$ cat src/rtl/pipeline_ctrl_pkg.sv
// Shared types and constants for the pipeline stall/flush control slice.
package pipeline_ctrl_pkg;

    typedef enum logic {
        RUN  = 1'b0,
        WAIT = 1'b1
    } state_e;

    localparam logic [4:0] ECALL_ARG_REG = 5'd17;
    localparam int         CNT_W_DEFAULT = 16;

endpackage

$ cat src/rtl/hazard_stall_controller_sat_counter.sv
// Saturating event counter with enable and asynchronous active-low reset.
module sat_counter #(
    parameter int W = 16
) (
    input  logic         clk,
    input  logic         rst_n,
    input  logic         en,
    output logic [W-1:0] count
);

    logic [W-1:0] count_q;
    logic [W-1:0] count_d;

    always_comb begin
        count_d = count_q;
        if (en && (count_q != {W{1'b1}})) begin
            count_d = count_q + 1'b1;
        end
    end

    always_ff @(posedge clk or negedge rst_n) begin
        if (!rst_n) begin
            count_q <= '0;
        end else begin
            count_q <= count_d;
        end
    end

    assign count = count_q;

endmodule

$ cat src/rtl/hazard_stall_controller.sv
// Stage enables, flush/bubble controls and data-cache handshake for the
// 5-stage core: freeze > mispredict > load-use/ecall > fetch bubble.
module hazard_stall_controller
    import pipeline_ctrl_pkg::*;
#(
    parameter int CNT_W = CNT_W_DEFAULT
) (
    input  logic             clk,
    input  logic             reset_n,
    input  logic [4:0]       id_rs1,
    input  logic [4:0]       id_rs2,
    input  logic             id_use_rs1,
    input  logic             id_use_rs2,
    input  logic             id_is_ecall,
    input  logic [4:0]       ex_rd,
    input  logic             ex_mem_read,
    input  logic             ex_reg_write,
    input  logic             ex_mispredict,
    input  logic             mem_access,
    output logic             dcache_req_valid,
    input  logic             dcache_resp_valid,
    input  logic             icache_ready,
    output logic             pc_write,
    output logic             if_id_write,
    output logic             id_ex_write,
    output logic             ex_mem_write,
    output logic             mem_wb_write,
    output logic             if_id_flush,
    output logic             id_ex_flush,
    output logic             mem_wb_bubble,
    output logic [CNT_W-1:0] stall_cycles,
    output logic [CNT_W-1:0] flush_count
);

    state_e state_q;
    state_e state_d;

    logic freeze;
    logic load_use;
    logic ecall_dep;
    logic stall_en;
    logic flush_en;

    always_comb begin
        freeze = ((state_q == RUN) && mem_access) ||
                 ((state_q == WAIT) && !dcache_resp_valid);
        load_use = ex_mem_read && (ex_rd != 5'd0) &&
                   ((id_use_rs1 && (id_rs1 == ex_rd)) ||
                    (id_use_rs2 && (id_rs2 == ex_rd)));
        ecall_dep = id_is_ecall && ex_reg_write &&
                    (ex_rd == ECALL_ARG_REG);
    end

    always_comb begin
        pc_write         = 1'b1;
        if_id_write      = 1'b1;
        id_ex_write      = 1'b1;
        ex_mem_write     = 1'b1;
        mem_wb_write     = 1'b1;
        if_id_flush      = 1'b0;
        id_ex_flush      = 1'b0;
        mem_wb_bubble    = 1'b0;
        dcache_req_valid = (state_q == RUN) && mem_access;

        if (freeze) begin
            // EX is held, so a mispredict here waits until release
            pc_write      = 1'b0;
            if_id_write   = 1'b0;
            id_ex_write   = 1'b0;
            ex_mem_write  = 1'b0;
            mem_wb_bubble = 1'b1;
        end else if (ex_mispredict) begin
            if_id_flush = 1'b1;
            id_ex_flush = 1'b1;
        end else if (load_use || ecall_dep) begin
            pc_write    = 1'b0;
            if_id_write = 1'b0;
            id_ex_flush = 1'b1;
        end else if (!icache_ready) begin
            pc_write    = 1'b0;
            if_id_flush = 1'b1;
        end

        if (!reset_n) begin
            pc_write         = 1'b0;
            if_id_write      = 1'b0;
            id_ex_write      = 1'b0;
            ex_mem_write     = 1'b0;
            mem_wb_write     = 1'b0;
            if_id_flush      = 1'b0;
            id_ex_flush      = 1'b0;
            mem_wb_bubble    = 1'b0;
            dcache_req_valid = 1'b0;
        end
    end

    always_comb begin
        state_d = state_q;
        unique case (state_q)
            RUN:  if (mem_access)        state_d = WAIT;
            WAIT: if (dcache_resp_valid) state_d = RUN;
            default: state_d = RUN;
        endcase
    end

    always_ff @(posedge clk or negedge reset_n) begin
        if (!reset_n) begin
            state_q <= RUN;
        end else begin
            state_q <= state_d;
        end
    end

    assign stall_en = reset_n && !pc_write;
    assign flush_en = if_id_flush || id_ex_flush;

    sat_counter #(.W(CNT_W)) u_stall_cnt (
        .clk   (clk),
        .rst_n (reset_n),
        .en    (stall_en),
        .count (stall_cycles)
    );

    sat_counter #(.W(CNT_W)) u_flush_cnt (
        .clk   (clk),
        .rst_n (reset_n),
        .en    (flush_en),
        .count (flush_count)
    );

endmodule

$ cat config.mk
export PLATFORM = sky130hd
export DESIGN_NAME = hazard_stall_controller
export DESIGN_NICKNAME = d
export VERILOG_FILES = /design/src/rtl/pipeline_ctrl_pkg.sv /design/src/rtl/hazard_stall_controller_sat_counter.sv /design/src/rtl/hazard_stall_controller.sv
export SDC_FILE = /design/constraint.sdc
export NUM_CORES = 1
export LEC_CHECK = 0
export CAP_MARGIN = 20
export CORE_MARGIN = 1.5
export CORE_UTILIZATION = 25
export DETAILED_ROUTE_END_ITERATION = 16
export GPL_ROUTABILITY_DRIVEN = 0
export HOLD_SLACK_MARGIN = 0.06
export PLACE_DENSITY = 0.45
export SLEW_MARGIN = 10
export SYNTH_ARGS = -nofsm -noshare
export SYNTH_HDL_FRONTEND = slang
export SYNTH_HIERARCHICAL = 1
export SYNTH_SLANG_ARGS = --single-unit
$ cat constraint.sdc
create_clock -name clk -period 2.4 [get_ports clk]
set_clock_uncertainty 0.2 [all_clocks]
set_input_delay 0.36 -clock clk [delete_from_list [all_inputs] [get_ports clk]]
set_output_delay 0.36 -clock clk [all_outputs]
set_load 0.03 [all_outputs]
### Yosys cells after proc, flatten, opt, wreduce, memory -nomap -nowiden

Cells that the tools add are included.

| operators by class | value |
|---|---|
| mux-type cells | 27 |
| $add $sub $neg | 2 |
| eq/ne operators | 5 |
| reductions and logical operators | 18 |
| bitwise gates (word level) | 1 |

Operators with widths:

| operator | number |
|---|---|
| $add 16x1->16 const B | 2 |
| $ne 16x16->1 const B | 2 |
| $mux 1 | 26 |
| $logic_and 1x1->1 | 11 |
| $eq 5x5->1 | 2 |
| $eq 5x5->1 const B | 1 |
| $reduce_bool 5->1 | 1 |
| $logic_or 1x1->1 | 4 |
| $logic_not 1->1 | 2 |
| $pmux 1 s2 | 1 |
| $not 1->1 | 1 |

| word-level totals | value |
|---|---|
| bits of input ports | 26 |
| output and inout port bits | 41 |
| logic and storage cells | 56 |
| register bits | 33 |

### Logic depth before layout (Yosys ltp)

| logic depth | value |
|---|---|
| depth in word-level cells | 12 |
| gate-level depth with buffers | 9 |
| depth with buffers taken out | 8 |

### By module

The synthesis kept the hierarchy.

By module, submodules not included:

| module | instances | area an instance (um2) | cells each |
|---|---|---|---|
| sat_counter | 2 | 859.6 | 72 |
| hazard_stall_controller | 1 | 379.1 | 54 |

### Least setup slack after synthesis

No wires, ideal clock.

| path | value |
|---|---|
| path kind | input -> register |
| from | input ex_rd[1] |
| to | register u_flush_cnt.count_q[5] (netlist: u_flush_cnt/count[5]) |
| data required time | 2.081 ns |
| cell stages on the path | 8 |
| data arrival time | 2.104 ns |
| path slack | -0.023 ns |
| setup time | 0.119 ns |
| cells stage by stage | or3_4 -> nor2_1 -> o41ai_2 -> a21oi_1 -> and3_1 -> and4_2 -> o211ai_1 -> o21a_1 |

| on the way | value |
|---|---|
| word-level cells in the longest chain between the ends | 11 |

Ends and longest elaborated chain:

| what | line | RTL |
|---|---|---|
| start: declaration | hazard_stall_controller.sv:15 | `input logic [4:0] ex_rd,` |
| $eq 5x5->1, on equally long branches | hazard_stall_controller.sv:48, hazard_stall_controller.sv:49 |  |
| $logic_and 1x1->1, on equally long branches | hazard_stall_controller.sv:48, hazard_stall_controller.sv:49 |  |
| $logic_or 1x1->1 | hazard_stall_controller.sv:48 | `((id_use_rs1 && (id_rs1 == ex_rd)) \|\|` |
| $logic_and 1x1->1 | hazard_stall_controller.sv:47 | `load_use = ex_mem_read && (ex_rd != 5'd0) &&` |
| $logic_or 1x1->1 (*) | hazard_stall_controller.sv:75 | `end else if (load_use \|\| ecall_dep) begin` |
| $mux 1 | hazard_stall_controller.sv:75 |  |
| $mux 1 | hazard_stall_controller.sv:72 | `end else if (ex_mispredict) begin` |
| $mux 1 | hazard_stall_controller.sv:65 | `if (freeze) begin` |
| $mux 1 | hazard_stall_controller.sv:84 | `if (!reset_n) begin` |
| $logic_or 1x1->1 (*) | hazard_stall_controller.sv:115 | `assign flush_en = if_id_flush \|\| id_ex_flush;` |
| net flush_en | hazard_stall_controller.sv:42 | `logic flush_en;` |
| $logic_and 1x1->1 (*) | hazard_stall_controller_sat_counter.sv:16 | `if (en && (count_q != {W{1'b1}})) begin` |
| end signal: assignment | hazard_stall_controller_sat_counter.sv:25 | `count_q <= count_d;` |
| end: declaration | hazard_stall_controller_sat_counter.sv:11 | `logic [W-1:0] count_q;` |

Mark *: on every way through the listed nets, which the timed path passes. The rest lies on a longest branch.
A chain may end at the register's enable or synchronous reset.

### Worst setup path in the final report

| path | value |
|---|---|
| from | input dcache_resp_valid |
| to | output if_id_flush |

| on the way | value |
|---|---|
| word-level cells in the longest chain between the ends | 5 |

Ends and longest elaborated chain:

| what | line | RTL |
|---|---|---|
| start: declaration | hazard_stall_controller.sv:21 | `input logic dcache_resp_valid,` |
| $logic_not 1->1 | hazard_stall_controller.sv:46 | `((state_q == WAIT) && !dcache_resp_valid);` |
| $logic_and 1x1->1 | hazard_stall_controller.sv:46 |  |
| $logic_or 1x1->1 | hazard_stall_controller.sv:45 | `freeze = ((state_q == RUN) && mem_access) \|\|` |
| $mux 1 | hazard_stall_controller.sv:65 |  |
| $mux 1 | hazard_stall_controller.sv:84 |  |
| end: declaration | hazard_stall_controller.sv:28 | `output logic if_id_flush,` |

Every way passes these cells.

==> qor.csv <==
metric,value,unit
multiInputGateArea,1330,um2
synth_top_family_by_area,simple AND/OR/NAND/NOR gates,
grt_start_max_net_pins,14,
number_of_ports_placed_on_the_die_boundary,67,
fp.dieArea,8950,um2
synth_enable_flop_cells,0,
post_synth_xor_area_fraction,0.100,
global_route_wire_length_before_repair,9.85,mm
period_utilization_post_route,0.963,
grt.overflow.total,0,
io_buffer_count,66,
cts_inserted_buffers,5,
power_leakage,1.38,nW
tritoncts_clock_tree,done,
setup_viol,0,
worst_hold_path.num_cells,3,
ff2ff_setup_slack,0.21,ns
cp-startpoint,dcache_resp_valid,
ffs_latches_synth,33,
most_common_cell_in_the_synthesized_netlist,sky130_fd_sc_hd__dfrtp_1,
crit-reg2reg-launch,state_q,
min_from,mem_access,
detail_route.iter0.violations,81,
timing_worst_setup_path_type,input port to primary output,
run_status,"finished, final reports clean",
crit_path_end_kind,primary output,
ctsHtreeMaxLevel,2,
vdd_drop_max,0.440,mV
grt.total_usage,0.142,
synthCells,198,
place_hpwl,4.55,mm
drt_pass1_iterations,4,
detail_route.wl_per_cell,14.9,um
netlist.area_leader.share,0.394,
nFillCells,841,
maxCapViolCount,0,
crit_fanout,10,
final_critical_path_required_period,2.31,ns
power-per-cell-area,638,nW/um2
synth_fa_ha_area_frac,0.0119,
skew_pair_late_insertion_delay,0.28,ns
initial_core_util,0.257,
antenna_cells_inserted,0,
transition_time_at_the_pin_with_the_least_slew_margin,0.638,ns
grt_setup_unrepaired,no,
reg2reg_depth,8,
synth.avg_cell_area,10.6,um2
synth_seq_area_share,0.394,
row_count,33,
synthSimpleGateAreaFrac,0.303,
min_delay_worst_endpoint,state_q,
timing.fmax,433,MHz
final_critical_path_setup_slack,0.0886,ns
placeableCoreArea,8180,um2
tritoncts_num_sinks,33,
design.final.nets,327,
r2r_end,u_flush_cnt/count[15],
netlist.top_cell.by_area,sky130_fd_sc_hd__dfrtp_1,
cp.required,1.84,ns
worst_setup_path_start_kind,input port,
sum_of_negative_setup_slack,0,ns
timing.final.max_slew_violations,0,
post_drt_via_cell_ratio,4.90,
die_h,94.6,um
synth.cell_area,2100,um2
netlist_top_cells_count,"33 x sky130_fd_sc_hd__dfrtp_1, 21 x sky130_fd_sc_hd__nand4_1, 20 x sky130_fd_sc_hd__xnor2_1",
synth.area.top_cells,"sky130_fd_sc_hd__dfrtp_1 39%, sky130_fd_sc_hd__xnor2_1 8.3%, sky130_fd_sc_hd__nand4_1 6.3%",
slew_headroom,0.573,
muxShareOfSynthArea,0.0107,
synth_fp_nets,226,
drc_errors,0,
asyncSetResetFlopFracSynth,1.00,
count_of_yosys_warnings_during_synthesis,6,
route.final.wire_length,6.04,mm
worstHoldPathType,input port to register,
max-clock-path-buffers,2,
post_route_cells_drive_above_1_share,0.293,
antenna_found_initial,0,
dp_slack,-0.524,ns
clkSlewWorstSetupHoldPaths,0.07,ns
crit_arrival,1.75,ns
grt_pass1_vias,1931,
drtAntennaViolNets,0,
clockRootBuffer,sky130_fd_sc_hd__clkbuf_8,
synthToLayoutAreaGrowth,55.3,%
ys.flop_type,sky130_fd_sc_hd__dfrtp_1,
synth_compound_gate_area_share,0.168,
die_w,94.6,um
routed-via-count,1984,
final-hold-violation-count,0,
ys_types,44,
seqCellArea,826,um2
## how the worst max path moves through the flow
stage                             to  slack (ns)
2_1_floorplan   u_stall_cnt/count[5]        0.02
3_3_place_gp   u_stall_cnt/count[15]       -0.50
3_5_place_dp    u_flush_cnt/count[7]       -0.52
4_1_cts         u_stall_cnt/count[7]       0.003
5_1_grt        u_flush_cnt/count[15]       0.003
6_report                 if_id_flush        0.09
## kinds of logic (layout without fill, tap and decap cells)
family	Yosys count	count (layout)
adders and majority gates	2	2
and+or+nand+nor	85	85
muxes	2	2
DFF	33	33
AOI/OAI and AO/OA	47	47
buffers and inverters	5	107
xor gates and xnor gates	24	24
## power breakdown
group / internal (mW) / switching [mW]
clock network: 0.259 / 0.214
registers: 0.646 / 0.170
logic: 0.359 / 0.430
total: 1.26 / 0.814
## through the flow
step	hold slack (ns)	power, mW	instance area [um2]	cells	utilization
floorplan	-0.136	1.20	2100	198	-
global placement	0.157	1.59	3040	391	0.371
detailed placement	0.152	1.59	3040	391	0.371
CTS	0.328	2.09	3190	404	0.390
global route	0.252	2.22	3260	405	0.399
finish	0.227	2.08	3260	405	0.399
## final cells by class
| class | count | share of cell area |
|---|---|---|
| flip-flops and latches | 33 | 0.253 |
| well taps | 105 | 0.0403 |
| multi-input cells | 160 | 0.409 |
| clock buffers | 7 | 0.0296 |
| inverters | 2 | 0.00230 |
| repair buffers | 97 | 0.264 |
| clock inverters | 1 | 0.00154 |
## cells in the final DEF (no fill, tap or decap), types with 4 or more instances in the layout
| cell | count |
|---|---|
| sky130_fd_sc_hd__a21oi_1 | 6 |
| sky130_fd_sc_hd__a31oi_1 | 5 |
| sky130_fd_sc_hd__and4_4 | 4 |
| sky130_fd_sc_hd__buf_4 | 33 |
| sky130_fd_sc_hd__buf_6 | 4 |
| sky130_fd_sc_hd__clkbuf_2 | 6 |
| sky130_fd_sc_hd__clkbuf_8 | 7 |
| sky130_fd_sc_hd__clkdlybuf4s15_1 | 4 |
| sky130_fd_sc_hd__clkdlybuf4s50_1 | 38 |
| sky130_fd_sc_hd__dfrtp_1 | 33 |
| sky130_fd_sc_hd__dlymetal6s2s_1 | 5 |
| sky130_fd_sc_hd__nand2_1 | 12 |
| sky130_fd_sc_hd__nand3_1 | 12 |
| sky130_fd_sc_hd__nand4_1 | 21 |
| sky130_fd_sc_hd__nor2_1 | 4 |
| sky130_fd_sc_hd__nor4_4 | 4 |
| sky130_fd_sc_hd__o211ai_1 | 4 |
| sky130_fd_sc_hd__o21a_1 | 10 |
| sky130_fd_sc_hd__o21ai_0 | 5 |
| sky130_fd_sc_hd__xnor2_1 | 17 |
| sky130_fd_sc_hd__xor2_1 | 4 |
## registers in the layout, summed over array words and instances (netlist names)
signal / count
state_q: 1
u_flush_cnt/count: 16
u_stall_cnt/count: 16
## metal layers
layer | GRT usage | up-vias | part of all wire
li1 | - | 980 | -
met1 | 0.196 | 945 | 0.47
met2 | 0.215 | 50 | 0.47
met3 | 0.0354 | 9 | 0.048
met4 | 0.0435 | 0 | 0.018
met5 | 0 | - | 0
## critical path, stage by stage
cell and delay, ns:
sky130_fd_sc_hd__clkdlybuf4s50_1 0.51, sky130_fd_sc_hd__o211a_1 0.24, sky130_fd_sc_hd__buf_4 0.19, sky130_fd_sc_hd__nand3_1 0.08, sky130_fd_sc_hd__o211ai_1 0.18, sky130_fd_sc_hd__buf_4 0.19
## timing repair
action / in CTS / in global routing
endpoints found under the hold margin: 33 / 0
pin swaps: 18 / 29
hold buffers: 3 / 0
resized for setup: 23 / 42
setup buffers: 2 / 1
setup endpoints to repair: 31 / 28
(Power assumes the default switching activity.)
